===== src/rtl/gmii_pkg.sv =====
// ---------------------------------------------------------------------------
// gmii_pkg
// Shared constants, frame layout byte indices, transmit FSM encoding and the
// IPv4 header checksum helper for the GMII video transmit/receive paths.
// No ports (package).
// ---------------------------------------------------------------------------
package gmii_pkg;

    localparam logic [15:0] ETH_TYPE_IPV4 = 16'h0800;
    localparam logic [7:0]  IP_VER_IHL    = 8'h45;
    localparam logic [7:0]  IP_TOS        = 8'h00;
    localparam logic [7:0]  IP_TTL        = 8'h40;
    localparam logic [7:0]  IP_PROTO_UDP  = 8'h11;
    localparam logic [15:0] IP_FLAGS_FRAG = 16'h4000;
    localparam logic [15:0] IP_TOTAL_LEN  = 16'd1231;
    localparam logic [15:0] UDP_LEN       = 16'd1211;

    localparam logic [7:0]  PKT_VIDEO     = 8'h00;
    localparam logic [7:0]  PKT_AUDIO     = 8'h01;
    localparam logic [7:0]  PKT_VIDAX     = 8'h02;

    // Byte indices, counted from the first preamble byte.
    localparam logic [10:0] PAYLOAD_BYTES = 11'd1200;
    localparam logic [10:0] HDR_END       = 11'd52;
    localparam logic [10:0] PAY_LAST      = HDR_END + PAYLOAD_BYTES;  // 1252
    localparam logic [10:0] RD_LAST       = PAY_LAST - 11'd2;         // 1250
    localparam logic [10:0] CRC_FIRST     = 11'd8;
    localparam logic [10:0] FRAME_LAST    = 11'd1256;

    typedef enum logic [1:0] {
        ST_IDLE  = 2'd0,
        ST_FRAME = 2'd1,
        ST_FCS   = 2'd2,
        ST_GAP   = 2'd3
    } tx_state_e;

    // Ones-complement header checksum; every header word except the
    // identification and the addresses is a constant.
    function automatic logic [15:0] ip_csum(input logic [15:0] ident,
                                            input logic [31:0] src,
                                            input logic [31:0] dst);
        logic [19:0] sum;
        sum = {4'h0, IP_VER_IHL, IP_TOS} + {4'h0, IP_TOTAL_LEN} + {4'h0, ident}
            + {4'h0, IP_FLAGS_FRAG} + {4'h0, IP_TTL, IP_PROTO_UDP}
            + {4'h0, src[31:16]} + {4'h0, src[15:0]}
            + {4'h0, dst[31:16]} + {4'h0, dst[15:0]};
        sum = {4'h0, sum[15:0]} + {16'h0000, sum[19:16]};
        sum = {4'h0, sum[15:0]} + {16'h0000, sum[19:16]};
        return ~sum[15:0];
    endfunction

endpackage


===== src/rtl/crc32_d8.sv =====
// ---------------------------------------------------------------------------
// crc32_d8
// Byte-wide next-state function of the reflected Ethernet CRC-32
// (polynomial 0x04C11DB7, reflected form 0xEDB88320). Purely combinational;
// data bit 0 is processed first.
// Ports:
//   crc      in  32  current CRC register
//   data     in  8   byte being absorbed
//   crc_next out 32  CRC after absorbing data
// ---------------------------------------------------------------------------
module crc32_d8
(
    input  logic [31:0] crc,
    input  logic [7:0]  data,
    output logic [31:0] crc_next
);

    logic [31:0] crc_v_s;

    // Eight serial LFSR steps unrolled into one combinational cone.
    always_comb begin
        crc_v_s = crc;
        for (int i = 0; i < 8; i++) begin
            if (crc_v_s[0] ^ data[i]) begin
                crc_v_s = {1'b0, crc_v_s[31:1]} ^ 32'hEDB88320;
            end else begin
                crc_v_s = {1'b0, crc_v_s[31:1]};
            end
        end
        crc_next = crc_v_s;
    end

endmodule


===== src/rtl/gmii_video_tx.sv =====
// ---------------------------------------------------------------------------
// gmii_video_tx
// Sends one Ethernet/IPv4/UDP video frame (1200 payload bytes read as 600
// 16-bit FIFO words) per accepted request on a 125 MHz GMII TX interface.
// Optional build macro IPV4_CSUM_EN: when defined the IPv4 header checksum is
// computed, otherwise the checksum field is sent as zero.
// Ports:
//   clk125     in  1   GMII TX clock
//   sys_rst_n  in  1   asynchronous active-low reset
//   id         in  1   receiver select, added to the destination IP last octet
//   tx_req     in  1   line segment ready (level)
//   y_info     in  12  line number, latched on tx_ack
//   x_info     in  4   segment index, latched on tx_ack
//   tx_ack     out 1   one-cycle request-accepted pulse
//   busy       out 1   frame in progress / inter-frame gap running
//   fifo_dout  in  16  pixel word, valid the cycle after fifo_rd_en
//   fifo_empty in  1   FIFO empty
//   fifo_rd_en out 1   FIFO read strobe
//   underflow  out 1   one-cycle pulse: FIFO empty when a read was due
//   txd        out 8   GMII TX data
//   tx_en      out 1   GMII TX enable
// ---------------------------------------------------------------------------
module gmii_video_tx
    import gmii_pkg::*;
#(
    parameter logic [47:0] src_mac   = 48'h00_11_22_33_44_55,
    parameter logic [47:0] dst_mac   = 48'hFF_FF_FF_FF_FF_FF,
    parameter logic [31:0] ipv4_src  = {8'd192, 8'd168, 8'd0, 8'd2},
    parameter logic [31:0] ipv4_dst  = {8'd192, 8'd168, 8'd0, 8'd1},
    parameter logic [15:0] src_port  = 16'd12345,
    parameter logic [15:0] dst_port  = 16'd12345,
    parameter logic [7:0]  ifg_bytes = 8'd12
)
(
    input  logic        clk125,
    input  logic        sys_rst_n,
    input  logic        id,
    input  logic        tx_req,
    input  logic [11:0] y_info,
    input  logic [3:0]  x_info,
    output logic        tx_ack,
    output logic        busy,
    input  logic [15:0] fifo_dout,
    input  logic        fifo_empty,
    output logic        fifo_rd_en,
    output logic        underflow,
    output logic [7:0]  txd,
    output logic        tx_en
);

    tx_state_e   state_r;
    logic [10:0] bc_r;
    logic [10:0] nbc_s;
    logic [7:0]  gap_cnt_r;
    logic [7:0]  txd_r;
    logic        hi_sel_r;
    logic        zero_word_r;
    logic        tx_en_r;
    logic        tx_ack_r;
    logic        busy_r;
    logic        fifo_rd_en_r;
    logic        underflow_r;
    logic [15:0] ident_r;
    logic [11:0] y_r;
    logic [3:0]  x_r;
    logic        id_r;
    logic [15:0] csum_s;
    logic [31:0] crc_r;
    logic [31:0] crc_next_s;
    logic [7:0]  txd_s;
    logic [7:0]  dst_lo_s;
    logic [5:0]  hdr_idx_s;
    logic [423:0] hdr_s;
    logic [7:0]  hdr_byte_s;

    assign nbc_s    = bc_r + 11'd1;
    assign dst_lo_s = ipv4_dst[7:0] + {7'd0, id_r};

    // Bytes 0..52 as one vector, byte 0 in the most significant position.
    assign hdr_s = {{7{8'h55}}, 8'hD5, dst_mac, src_mac, ETH_TYPE_IPV4,
                    IP_VER_IHL, IP_TOS, IP_TOTAL_LEN, ident_r, IP_FLAGS_FRAG,
                    IP_TTL, IP_PROTO_UDP, csum_s, ipv4_src, ipv4_dst[31:8], dst_lo_s,
                    src_port, dst_port, UDP_LEN, 16'h0000,
                    PKT_VIDEO, y_r[7:0], x_r, y_r[11:8]};
    assign hdr_idx_s  = 6'd52 - nbc_s[5:0];
    assign hdr_byte_s = hdr_s[{hdr_idx_s, 3'b000} +: 8];

`ifdef IPV4_CSUM_EN
    logic [15:0] csum_r;

    // Checksum captured at request acceptance, long before its byte slot.
    always_ff @(posedge clk125 or negedge sys_rst_n) begin
        if (!sys_rst_n) begin
            csum_r <= 16'h0000;
        end else if ((state_r == ST_IDLE) && tx_req) begin
            csum_r <= ip_csum(ident_r, ipv4_src,
                              {ipv4_dst[31:8], ipv4_dst[7:0] + {7'd0, id}});
        end
    end

    assign csum_s = csum_r;
`else
    assign csum_s = 16'h0000;
`endif

    // The FIFO word arrives one cycle after the read strobe, i.e. in the
    // very cycle its high byte is due, so the high byte bypasses txd_r.
    always_comb begin
        txd_s = txd_r;
        if (hi_sel_r) begin
            txd_s = zero_word_r ? 8'h00 : fifo_dout[15:8];
        end else begin
            txd_s = txd_r;
        end
    end

    crc32_d8 u_crc32_d8 (
        .crc      (crc_r),
        .data     (txd_s),
        .crc_next (crc_next_s)
    );

    // Transmit FSM: byte sequencing, FIFO reads, FCS and inter-frame gap.
    always_ff @(posedge clk125 or negedge sys_rst_n) begin
        if (!sys_rst_n) begin
            state_r      <= ST_IDLE;
            bc_r         <= 11'd0;
            gap_cnt_r    <= 8'd0;
            txd_r        <= 8'h00;
            hi_sel_r     <= 1'b0;
            zero_word_r  <= 1'b0;
            tx_en_r      <= 1'b0;
            tx_ack_r     <= 1'b0;
            busy_r       <= 1'b0;
            fifo_rd_en_r <= 1'b0;
            underflow_r  <= 1'b0;
            ident_r      <= 16'h0000;
            y_r          <= 12'h000;
            x_r          <= 4'h0;
            id_r         <= 1'b0;
            crc_r        <= 32'hFFFFFFFF;
        end else begin
            tx_ack_r     <= 1'b0;
            fifo_rd_en_r <= 1'b0;
            underflow_r  <= 1'b0;
            case (state_r)
                ST_IDLE: begin
                    if (tx_req) begin
                        state_r  <= ST_FRAME;
                        tx_ack_r <= 1'b1;
                        busy_r   <= 1'b1;
                        tx_en_r  <= 1'b1;
                        txd_r    <= 8'h55;
                        hi_sel_r <= 1'b0;
                        bc_r     <= 11'd0;
                        y_r      <= y_info;
                        x_r      <= x_info;
                        id_r     <= id;
                        crc_r    <= 32'hFFFFFFFF;
                    end
                end
                ST_FRAME: begin
                    bc_r <= nbc_s;
                    if (bc_r >= CRC_FIRST) begin
                        crc_r <= crc_next_s;
                    end
                    if (nbc_s <= HDR_END) begin
                        txd_r    <= hdr_byte_s;
                        hi_sel_r <= 1'b0;
                    end else if (nbc_s <= PAY_LAST) begin
                        if (nbc_s[0]) begin
                            hi_sel_r <= 1'b1;
                            txd_r    <= 8'h00;
                        end else begin
                            hi_sel_r <= 1'b0;
                            txd_r    <= zero_word_r ? 8'h00 : fifo_dout[7:0];
                        end
                    end else begin
                        // First FCS byte needs the CRC including byte 1252.
                        hi_sel_r <= 1'b0;
                        txd_r    <= ~crc_next_s[7:0];
                        state_r  <= ST_FCS;
                    end
                    // A read is due on every even byte 52..1250; an empty FIFO
                    // turns that word into zeros instead of stalling.
                    if ((nbc_s >= HDR_END) && (nbc_s <= RD_LAST) && !nbc_s[0]) begin
                        fifo_rd_en_r <= !fifo_empty;
                        underflow_r  <= fifo_empty;
                        zero_word_r  <= fifo_empty;
                    end
                end
                ST_FCS: begin
                    bc_r <= nbc_s;
                    if (bc_r == FRAME_LAST) begin
                        state_r   <= ST_GAP;
                        tx_en_r   <= 1'b0;
                        txd_r     <= 8'h00;
                        gap_cnt_r <= 8'd0;
                        ident_r   <= ident_r + 16'd1;
                    end else begin
                        case (bc_r[1:0])
                            2'b01:   txd_r <= ~crc_r[15:8];
                            2'b10:   txd_r <= ~crc_r[23:16];
                            2'b11:   txd_r <= ~crc_r[31:24];
                            default: txd_r <= 8'h00;
                        endcase
                    end
                end
                ST_GAP: begin
                    // GAP lasts ifg_bytes-1 cycles; the IDLE cycle that samples
                    // tx_req completes the ifg_bytes idle cycles.
                    gap_cnt_r <= gap_cnt_r + 8'd1;
                    if (gap_cnt_r == (ifg_bytes - 8'd3)) begin
                        busy_r <= 1'b0;
                    end
                    if (gap_cnt_r == (ifg_bytes - 8'd2)) begin
                        state_r <= ST_IDLE;
                    end
                end
                default: begin
                    state_r <= ST_IDLE;
                end
            endcase
        end
    end

    assign txd        = txd_s;
    assign tx_en      = tx_en_r;
    assign tx_ack     = tx_ack_r;
    assign busy       = busy_r;
    assign fifo_rd_en = fifo_rd_en_r;
    assign underflow  = underflow_r;

endmodule

===== config.mk =====
export PLATFORM = sky130hd
export DESIGN_NAME = gmii_video_tx
export DESIGN_NICKNAME = d
export VERILOG_FILES = /design/src/rtl/gmii_pkg.sv /design/src/rtl/crc32_d8.sv /design/src/rtl/gmii_video_tx.sv
export SDC_FILE = /design/constraint.sdc
export NUM_CORES = 1
export LEC_CHECK = 0
export ABC_AREA = 0
export CAP_MARGIN = 20
export CORE_UTILIZATION = 30
export DETAILED_ROUTE_END_ITERATION = 10
export GPL_TIMING_DRIVEN = 0
export SLEW_MARGIN = 20
export SYNTH_ARGS = -nofsm -noshare
export SYNTH_HDL_FRONTEND = slang
export SYNTH_SLANG_ARGS = --single-unit

===== constraint.sdc =====
create_clock -name clk125 -period 6.75 [get_ports clk125]
set_clock_uncertainty 0.15 [all_clocks]
set_input_delay 0.675 -clock clk125 [delete_from_list [all_inputs] [get_ports clk125]]
set_output_delay 0.675 -clock clk125 [all_outputs]
set_load 0.02 [all_outputs]

==> flow_metrics.tcl, run 1 <==
set metrics [dict create \
    synth.net_count 778 \
    die_area_mm2 0.0235 \
    initial_utilization 0.305 \
    layout.nets 839 \
    critPathKind "reg2reg" \
    p_sw_mw 1.06 \
    hold_path_class "in2async" \
    grt_pass1_wl_mm 30.6 \
    dr.pass1.iters 5 \
    reg2regPathDepth 13 \
    final-hold-violation-count 0 \
    cts_buffers 9 \
    grt_max_degree 67 \
    route.detailed.drc 0 \
    postCtsHoldBufs 0 \
    worstPathRequired_ns 6.80 \
    drive_gt1_frac 0.159 \
    async_flop_share 1.00 \
    cts_max_level 3 \
    worstSetupEndpointType "register" \
    slew_viol_final 0 \
    power_frac_comb 0.492 \
    port_buffers 49 \
    synth_edf_count 0 \
    multi_input_area_mm2 0.00400 \
    cts_resized 0 \
    hpwl_mm 13.8 \
    wl_mm 18.8 \
    die_w_um 153 \
    clk_pin_slew_worst_paths_ns 0.08 \
    ys.flop_type "dfrtp_1" \
    ant_nets 0 \
    cts_post_setup_buffers_inserted 0 \
    power_density_mw_per_mm2 361 \
    critPathLaunchType "register" \
    clock_path_buffers 2 \
    vias 5568 \
    placementRows 55 \
    cp.arrival_ns 4.99 \
    drtIter0Drc 471 \
    ys_ff_latch 101 \
    p_int_mw 1.85 \
    seq_area_mm2 0.00257 \
    p_sw_frac 0.364 \
    netlist_instances 726 \
    grt_pass1_vias 5379 \
    p_clk_frac 0.182 \
    clock.fmax_ghz 0.202 \
    vias_per_cell 5.17 \
    grt_overflow 0 \
    yosys_warnings 0 \
    cts_tree "yes" \
    finalPower_mw 2.90 \
    yosysSeqAreaShare 0.373 \
    chipHeight_um 153 \
    yosysUniqueCellTypes 76 \
    maxCapViolations 0 \
    synth.avg_cell_area_um2 9.47 \
    status "completed" \
    tightest_slew_ns 0.801 \
    setup-tns-final_ns 0 \
    insertion_delay_ns 0.36 \
    place_congestion 0.872 \
    p_leak_nw 3.30 \
    n_fill_cell 2325 \
    setup_violations 0 \
    diodes 0 \
    seqPwrFrac 0.326 \
    cts_root_buf "clkbuf_16" \
    netlist_area_mm2 0.00688 \
    wl_per_cell_um 17.4 \
    grt.total_usage 0.166 \
    core_area_mm2 0.0226 \
    area_delta_synth_final_pct 17.0 \
    period_share 0.732 \
    fin_crit_ns 4.94 \
    num_io_pins 50 \
    ir_worst_vdd_uv 220 \
    max-slew-margin-rel 0.462 \
    grt_setup_unrepaired "false" \
    cp_max_fo 10 \
    antenna_found_initial 0 \
    clock-sinks 101 \
]
==> layout make-up <==
| type | count | area share |
|---|---|---|
| Clock inverter | 4 | 0.00342 |
| Clock buffer | 12 | 0.0333 |
| Buffer | 40 | 0.0236 |
| Timing Repair Buffer | 50 | 0.0645 |
| Tap cell | 285 | 0.0443 |
| Sequential cell | 101 | 0.319 |
| Inverter | 31 | 0.0145 |
| Multi-Input combinational cell | 554 | 0.497 |
==> registers in the layout (all words and copies together), names as in the netlist, 2 cells and up <==
signal     cells
ident_r       16
y_r           12
x_r            4
crc_r         32
state_r        2
gap_cnt_r      8
bc_r          11
txd_r          8
==> placed cells by master (no fill, tap or decap), types with 14 or more instances in the layout <==
cell / count
nand2_1: 61
xnor2_1: 56
a21oi_1: 59
clkdlybuf4s50_1: 48
nand3_1: 24
clkbuf_1: 18
nor2_1: 63
dfstp_2: 32
mux2_2: 21
dfrtp_1: 69
o21ai_0: 26
buf_2: 14
inv_1: 27
xor2_1: 31
ha_1: 15
==> synth_stat cells (4+ instances only) <==
cell,number,area [um2]
nor3_1,11,55.1
clkbuf_1,17,63.8
dfstp_2,32,841
mux2i_1,5,50.1
ha_1,15,188
nand3b_1,4,30.0
and3_1,12,75.1
xnor2_2,8,130
mux2_2,21,236
o22a_1,7,61.3
o31ai_1,6,45.0
buf_2,14,70.1
nand2b_1,6,37.5
nand4_1,7,43.8
o21ai_0,26,130
nor2_1,63,236
a32oi_1,6,52.6
o2111ai_1,4,35.0
xor2_2,5,81.3
nand2_1,61,229
xnor2_1,56,490
o21ai_1,6,30.0
a211oi_1,5,37.5
o21bai_1,8,60.1
dfrtp_1,69,1730
a21oi_1,59,295
and2_1,7,43.8
a31oi_1,10,62.6
o22ai_1,9,56.3
nor2b_1,5,31.3
nand3_1,24,120
a21o_1,4,30.0
xor2_1,31,272
clkinv_1,4,15.0
buf_1,5,18.8
inv_1,27,101
==> kinds of logic (layout without fill, tap and decap cells) <==
kind of cell | Yosys count | in the layout | share of synthesized area
adders and majority gates | 15 | 15 | 0.0273
DFF | 101 | 101 | 0.373
and+or+nand+nor | 215 | 215 | 0.148
AOI/OAI and AO/OA | 188 | 188 | 0.188
buffers and inverters | 71 | 137 | 0.0446
xor gates and xnor gates | 106 | 106 | 0.166
muxes | 30 | 30 | 0.0531
==> metrics by stage <==
stage	cell area, um2	utilization	std cells	hold slack, ns	setup slack, ns
after floorplan	6880	-	726	0.229	3.33
after global placement	7720	0.342	1060	0.323	0.831
after detailed placement	7750	0.343	1061	0.326	2.07
after CTS	8050	0.357	1077	0.0661	2.03
after global routing	8050	0.357	1077	0.0805	1.62
final	8050	0.357	1077	0.0645	1.81
==> critical path: stages, from the launching register on <==
cell      delay [ns]
dfrtp_1         0.53
ha_1            0.20
buf_2           0.21
clkinv_1        0.41
ha_1            0.50
buf_2           0.24
inv_1           0.10
ha_1            0.29
clkbuf_1        0.39
buf_1           0.43
clkbuf_1        0.39
a311oi_1        0.21
o31ai_1         0.52
a32oi_1         0.19
==> power by group through the flow <==
stage / Combinational (mW) / Clock [mW] / Sequential (mW)
finish: 1.43 / 0.528 / 0.945
global route: 1.56 / 0.558 / 0.960
CTS: 1.44 / 0.537 / 0.945
detailed placement: 1.43 / 0 / 0.955
global placement: 1.40 / 0 / 0.953
floorplan: 1.18 / 0 / 0.929
==> per-layer routing <==
| metal | routed length [um] | global-route usage | share of wire |
|---|---|---|---|
| met5 | 0 | 0 | 0 |
| met4 | 278 | 0.0457 | 0.015 |
| met3 | 1030 | 0.0323 | 0.055 |
| met2 | 8250 | 0.250 | 0.44 |
| met1 | 9200 | 0.241 | 0.49 |
==> final timing paths <==
path | from | endpoint | slack (ns)
worst max-delay path | bc_r[1] | txd_r[2] | 1.81
worst min register to register | ident_r[15] | ident_r[15] | 0.33
max in group asynchronous | sys_rst_n | crc_r[6] | 5.71
worst max register to register | bc_r[1] | txd_r[2] | 1.81
worst min-delay path | sys_rst_n | txd_r[1] | 0.06
min in group clk125 | ident_r[15] | ident_r[15] | 0.33
(Power assumes the default switching activity.)
==> inputs of run 2 (changes only) <==
==> constraint.sdc (replaced) <==
create_clock -name clk125 -period 4.95 [get_ports clk125]
set_clock_uncertainty 0.15 [all_clocks]
set_input_delay 0.495 -clock clk125 [delete_from_list [all_inputs] [get_ports clk125]]
set_output_delay 0.495 -clock clk125 [all_outputs]
set_load 0.02 [all_outputs]
==> flow_metrics.tcl, run 2 (synthesis results as in run 1) <==
set metrics [dict create \
    maxCapViolations 0 \
    ir_worst_vdd_uv 300 \
    placementRows 55 \
    p_sw_frac 0.364 \
    largest-register "crc_r" \
    n_fill_cell 2324 \
    ant_nets 0 \
    wl_met1_mm 9.17 \
    vias_per_cell 5.18 \
    wl_met2_mm 8.26 \
    grt_setup_unrepaired "false" \
    setup_violations 0 \
    critPathLaunchType "register" \
    grt_max_degree 67 \
    hpwl_mm 13.8 \
    power_density_mw_per_mm2 491 \
    crit_path_max_incr_delay_ns 0.53 \
    p_leak_nw 3.31 \
    final_common_cell "dfrtp_1" \
    reg_top3 "crc_r (32), ident_r (16), y_r (12)" \
    cts_root_buf "clkbuf_16" \
    critPathKind "reg2reg" \
    cp_max_fo 10 \
    clock.fmax_ghz 0.215 \
    timing.final.ws_setup_ns 0.288 \
    chipHeight_um 153 \
    period_share 0.942 \
    place_area_mm2 0.00775 \
    clock-sinks 101 \
    wl_met3_mm 1.00 \
    place_congestion 0.872 \
    max-slew-margin-rel 0.457 \
    cpMaxStageDelayCell "dfrtp_1" \
    tightest_slew_ns 0.809 \
    grt_overflow 0 \
    crit_chain "ha_1 > buf_2 > clkinv_1 > ha_1 > buf_2 > inv_1 > ha_1 > clkbuf_1 > clkbuf_2 > clkbuf_1 > o211ai_1 > o32ai_1 > a21boi_0 > o221ai_1" \
    worstReg2RegStart "bc_r[1]" \
    grt_pass1_wl_mm 30.6 \
    clock_path_buffers 2 \
    core_area_mm2 0.0226 \
    whs_path_depth 1 \
    num_io_pins 50 \
    cp-startpoint "bc_r[1]" \
    preCtsSetupSlack_ns 0.270 \
    final-hold-violation-count 0 \
    diodes 0 \
    fin_area_mm2 0.00806 \
    p_sw_mw 1.44 \
    route.detailed.drc 0 \
    insertion_delay_ns 0.36 \
    wl_mm 18.7 \
    worstSetupEndpointType "register" \
    vias 5579 \
    cts_tree "yes" \
    die_area_mm2 0.0235 \
    antenna_found_initial 0 \
    port_buffers 49 \
    p_int_mw 2.52 \
    drtIter0Drc 463 \
    final_cell_mix "69 x dfrtp_1, 63 x nor2_1, 61 x nand2_1" \
    cts_max_level 3 \
    hold_path_class "reg2reg" \
    grt.total_usage 0.166 \
    crit_cells 14 \
    dr.pass1.iters 4 \
    critical_path.top_delay_family "buffers and inverters" \
    wl_per_cell_um 17.4 \
    layout.nets 840 \
    min-delay-start "ident_r[15]" \
    worstPathRequired_ns 5.07 \
    crit_buf_inv 7 \
    p_clk_frac 0.181 \
    crit_top_cell "ha_1" \
    fin_crit_ns 4.66 \
    final_util 0.357 \
    slew_viol_final 0 \
    largest_reg_flops 32 \
    reg2regPathDepth 14 \
    grt_pass1_vias 5386 \
    clk_pin_slew_worst_paths_ns 0.08 \
    initial_utilization 0.305 \
    drive_gt1_frac 0.161 \
    area_delta_synth_final_pct 17.3 \
    top_layer "met4" \
    seqPwrFrac 0.325 \
    power_frac_comb 0.494 \
    die_w_um 153 \
    cts_buffers 9 \
    status "completed" \
    cp.arrival_ns 4.79 \
]
## run 2: worst paths after layout
path | end | slack (ns)
max in group asynchronous | crc_r[6] | 3.51
min in group asynchronous | txd_r[1] | 0.46
worst min register to register | ident_r[15] | 0.34
worst max-delay path | txd_r[1] | 0.29
worst max register to register | txd_r[1] | 0.29
worst min-delay path | ident_r[15] | 0.34
## run 2: cell type report
class / count / area [um2] / area share
plain buffers: 40 / 191 / 0.0237
clock buffers: 12 / 268 / 0.0332
clock inverters: 4 / 27.5 / 0.00341
inverters: 31 / 116 / 0.0144
multi-input cells: 554 / 4010 / 0.497
flip-flops and latches: 101 / 2570 / 0.318
well taps: 285 / 357 / 0.0442
repair buffers: 51 / 529 / 0.0656
## run 2: power groups by stage
| stage | Sequential, mW | Clock, mW | Combinational (mW) |
|---|---|---|---|
| 2_1_floorplan | 1.27 | 0 | 1.61 |
| 3_3_place_gp | 1.30 | 0 | 1.92 |
| 3_5_place_dp | 1.30 | 0 | 1.95 |
| 4_1_cts | 1.29 | 0.732 | 1.96 |
| 5_1_grt | 1.31 | 0.761 | 2.13 |
| 6_report | 1.29 | 0.717 | 1.95 |
## run 2: timing repair
action,4_1_cts,5_1_grt
endpoints found under the setup margin,0,1
hold endpoints to repair,16,0
buffers inserted,0,0
hold buffers,1,0
resized for setup,0,2
## run 2: through the flow
step,total power [mW],cells,hold WS [ns],TNS (ns)
2_1_floorplan,2.88,726,0.0494,0
4_1_cts,3.98,1078,0.338,0
3_5_place_dp,3.25,1061,0.274,0
6_report,3.96,1078,0.337,0
5_1_grt,4.20,1078,0.350,0
3_3_place_gp,3.21,1060,0.323,-53.81
## run 2: layer usage
metal	vias to the layer above	track usage
met5	-	0
met1	2703	0.241
met4	0	0.0457
li1	2676	-
met3	22	0.0323
met2	178	0.250
==> inputs of run 3 (changes only) <==
--- a/config.mk
+++ b/config.mk
@@ -10,6 +10,7 @@
 export CORE_UTILIZATION = 30
 export DETAILED_ROUTE_END_ITERATION = 10
 export GPL_TIMING_DRIVEN = 0
+export SETUP_SLACK_MARGIN = 0.3
 export SLEW_MARGIN = 20
 export SYNTH_ARGS = -nofsm -noshare
 export SYNTH_HDL_FRONTEND = slang
==> constraint.sdc (replaced) <==
create_clock -name clk125 -period 3.9 [get_ports clk125]
set_clock_uncertainty 0.15 [all_clocks]
set_input_delay 0.39 -clock clk125 [delete_from_list [all_inputs] [get_ports clk125]]
set_output_delay 0.39 -clock clk125 [all_outputs]
set_load 0.02 [all_outputs]
==> flow_metrics.tcl, run 3 (synthesis results as in run 1) <==
set metrics [dict create \
    hpwl_mm 13.8 \
    p_leak_nw 3.34 \
    cp.arrival_ns 3.58 \
    grt_pass1_vias 5414 \
    whs_endpoint "ident_r[15]" \
    worstSetupEndpointType "register" \
    vias_per_cell 5.22 \
    seq_area_mm2 0.00257 \
    wl_mm 19.0 \
    grt_max_degree 67 \
    drtIter0Drc 396 \
    antenna_found_initial 0 \
    insertion_delay_ns 0.37 \
    largest-register "crc_r" \
    min-delay-start "ident_r[15]" \
    drive_gt1_frac 0.183 \
    r2r_end "txd_r[1]" \
    seqPwrFrac 0.325 \
    multi_input_area_mm2 0.00409 \
    p_sw_frac 0.363 \
    layout.nets 843 \
    grt_overflow 0 \
    p_clk_frac 0.182 \
    setup-tns-final_ns 0 \
    cts_root_buf "clkbuf_16" \
    clk_pin_slew_worst_paths_ns 0.08 \
    setup_violations 0 \
    clock_path_buffers 2 \
    die_w_um 153 \
    place_congestion 0.872 \
    p_sw_mw 1.83 \
    chipHeight_um 153 \
    cts_buffers 9 \
    area_delta_synth_final_pct 19.2 \
    placementRows 55 \
    initial_utilization 0.305 \
    dpl.cell_count 1061 \
    power_frac_comb 0.493 \
    clock-sinks 101 \
    final-hold-violation-count 0 \
    critPathKind "reg2reg" \
    finalPower_mw 5.02 \
    critPathLaunchType "register" \
    ant_nets 0 \
    num_io_pins 50 \
    final_common_cell "dfrtp_1" \
    grt_setup_unrepaired "false" \
    clock.fmax_ghz 0.289 \
    reg2regPathDepth 14 \
    grt.total_usage 0.167 \
    cpMaxStageDelayCell "dfrtp_1" \
    r2r_slack_ns 0.44 \
    final_cell_mix "68 x dfrtp_1, 63 x nor2_1, 61 x nand2_1" \
    n_fill_cell 2316 \
    final_util 0.363 \
    cts_max_level 3 \
    status "completed" \
    power_density_mw_per_mm2 613 \
    route.detailed.drc 0 \
    dr.pass1.iters 5 \
    crit_chain "ha_1 > buf_4 > clkinv_4 > ha_4 > buf_4 > inv_1 > ha_1 > clkbuf_4 > clkinvlp_4 > nor4b_1 > nor3_1 > o32ai_2 > a21boi_0 > o221ai_1" \
    crit_path_max_incr_delay_ns 0.38 \
    maxCapViolations 0 \
    worstReg2RegStart "bc_r[0]" \
    wl_per_cell_um 17.6 \
    p_int_mw 3.20 \
    tightest_slew_ns 0.687 \
    hold_path_class "reg2reg" \
    slew_viol_final 0 \
    cp_max_fo 10 \
    cts_tree "yes" \
    whs_path_depth 1 \
    final_cells 1081 \
    diodes 0 \
    grt_pass1_wl_mm 30.7 \
    core_area_mm2 0.0226 \
    ir_worst_vdd_uv 381 \
    worstPathRequired_ns 4.03 \
    largest_reg_flops 32 \
    reg_top3 "crc_r (32), ident_r (16), y_r (12)" \
    port_buffers 49 \
    vias 5642 \
    die_area_mm2 0.0235 \
    period_share 0.886 \
    max-slew-margin-rel 0.541 \
    fin_crit_ns 3.46 \
]
## run 3: changes by cell type in the layout (fill, tap and decap cells not counted), moves of 2 or more
cell      before  now
clkinv_4       1    3
buf_4          2    8
clkinv_1       4    2
clkbuf_1      18   16
## run 3: layer usage
| metal | GRT usage | up-vias | share of wire |
|---|---|---|---|
| met2 | 0.251 | 174 | 0.44 |
| met3 | 0.0318 | 21 | 0.053 |
| met5 | 0 | - | 0 |
| li1 | - | 2687 | - |
| met4 | 0.0467 | 0 | 0.015 |
| met1 | 0.242 | 2760 | 0.49 |
## run 3: cell type report
class | count | share of cell area
inverters | 31 | 0.0159
plain buffers | 40 | 0.0249
clock inverters | 4 | 0.00336
repair buffers | 54 | 0.0673
flip-flops and latches | 101 | 0.313
multi-input cells | 554 | 0.499
well taps | 285 | 0.0435
clock buffers | 12 | 0.0327
## run 3: through the flow
stage / worst slack [ns] / hold WS [ns] / area, um2
2_1_floorplan: 0.482 / -0.0556 / 6880
3_3_place_gp: -1.73 / 0.323 / 7720
3_5_place_dp: -0.780 / 0.169 / 7750
4_1_cts: 0.365 / 0.338 / 8100
5_1_grt: 0.304 / 0.350 / 8200
6_report: 0.445 / 0.334 / 8200
## run 3: critical path, delay by kind of cell, from the launching register on
kind                     cells  cell delay (ns)
AO/OA/AOI/OAI                3             0.70
adder cells (fa/ha/maj)      3             0.77
buffers and inverters        6             0.97
flip-flops                   1             0.38
AND/OR/NAND/NOR              2             0.41
## run 3: worst max-delay path by stage
stage | from | endpoint
after global routing | bc_r[0] | txd_r[2]
after global placement | sys_rst_n | y_r[0]
after CTS | bc_r[0] | txd_r[4]
final | bc_r[0] | txd_r[1]
after floorplan | bc_r[1] | txd_r[4]
after detailed placement | bc_r[1] | txd_r[2]
## run 3: power groups by stage
| stage | combinational, mW | clock (mW) | sequential, mW |
|---|---|---|---|
| after floorplan | 2.05 | 0 | 1.61 |
| after CTS | 2.49 | 0.930 | 1.64 |
| after global routing | 2.70 | 0.966 | 1.66 |
| final | 2.47 | 0.913 | 1.63 |
| after detailed placement | 2.47 | 0 | 1.65 |
| after global placement | 2.43 | 0 | 1.65 |
## run 3: timing repair
action | in CTS | in global routing
endpoints found under the setup margin | 11 | 6
endpoints found under the hold margin | 16 | 0
pin swaps | 1 | 1
setup buffers | 1 | 2
gates resized for setup | 14 | 14
hold buffers | 1 | 0
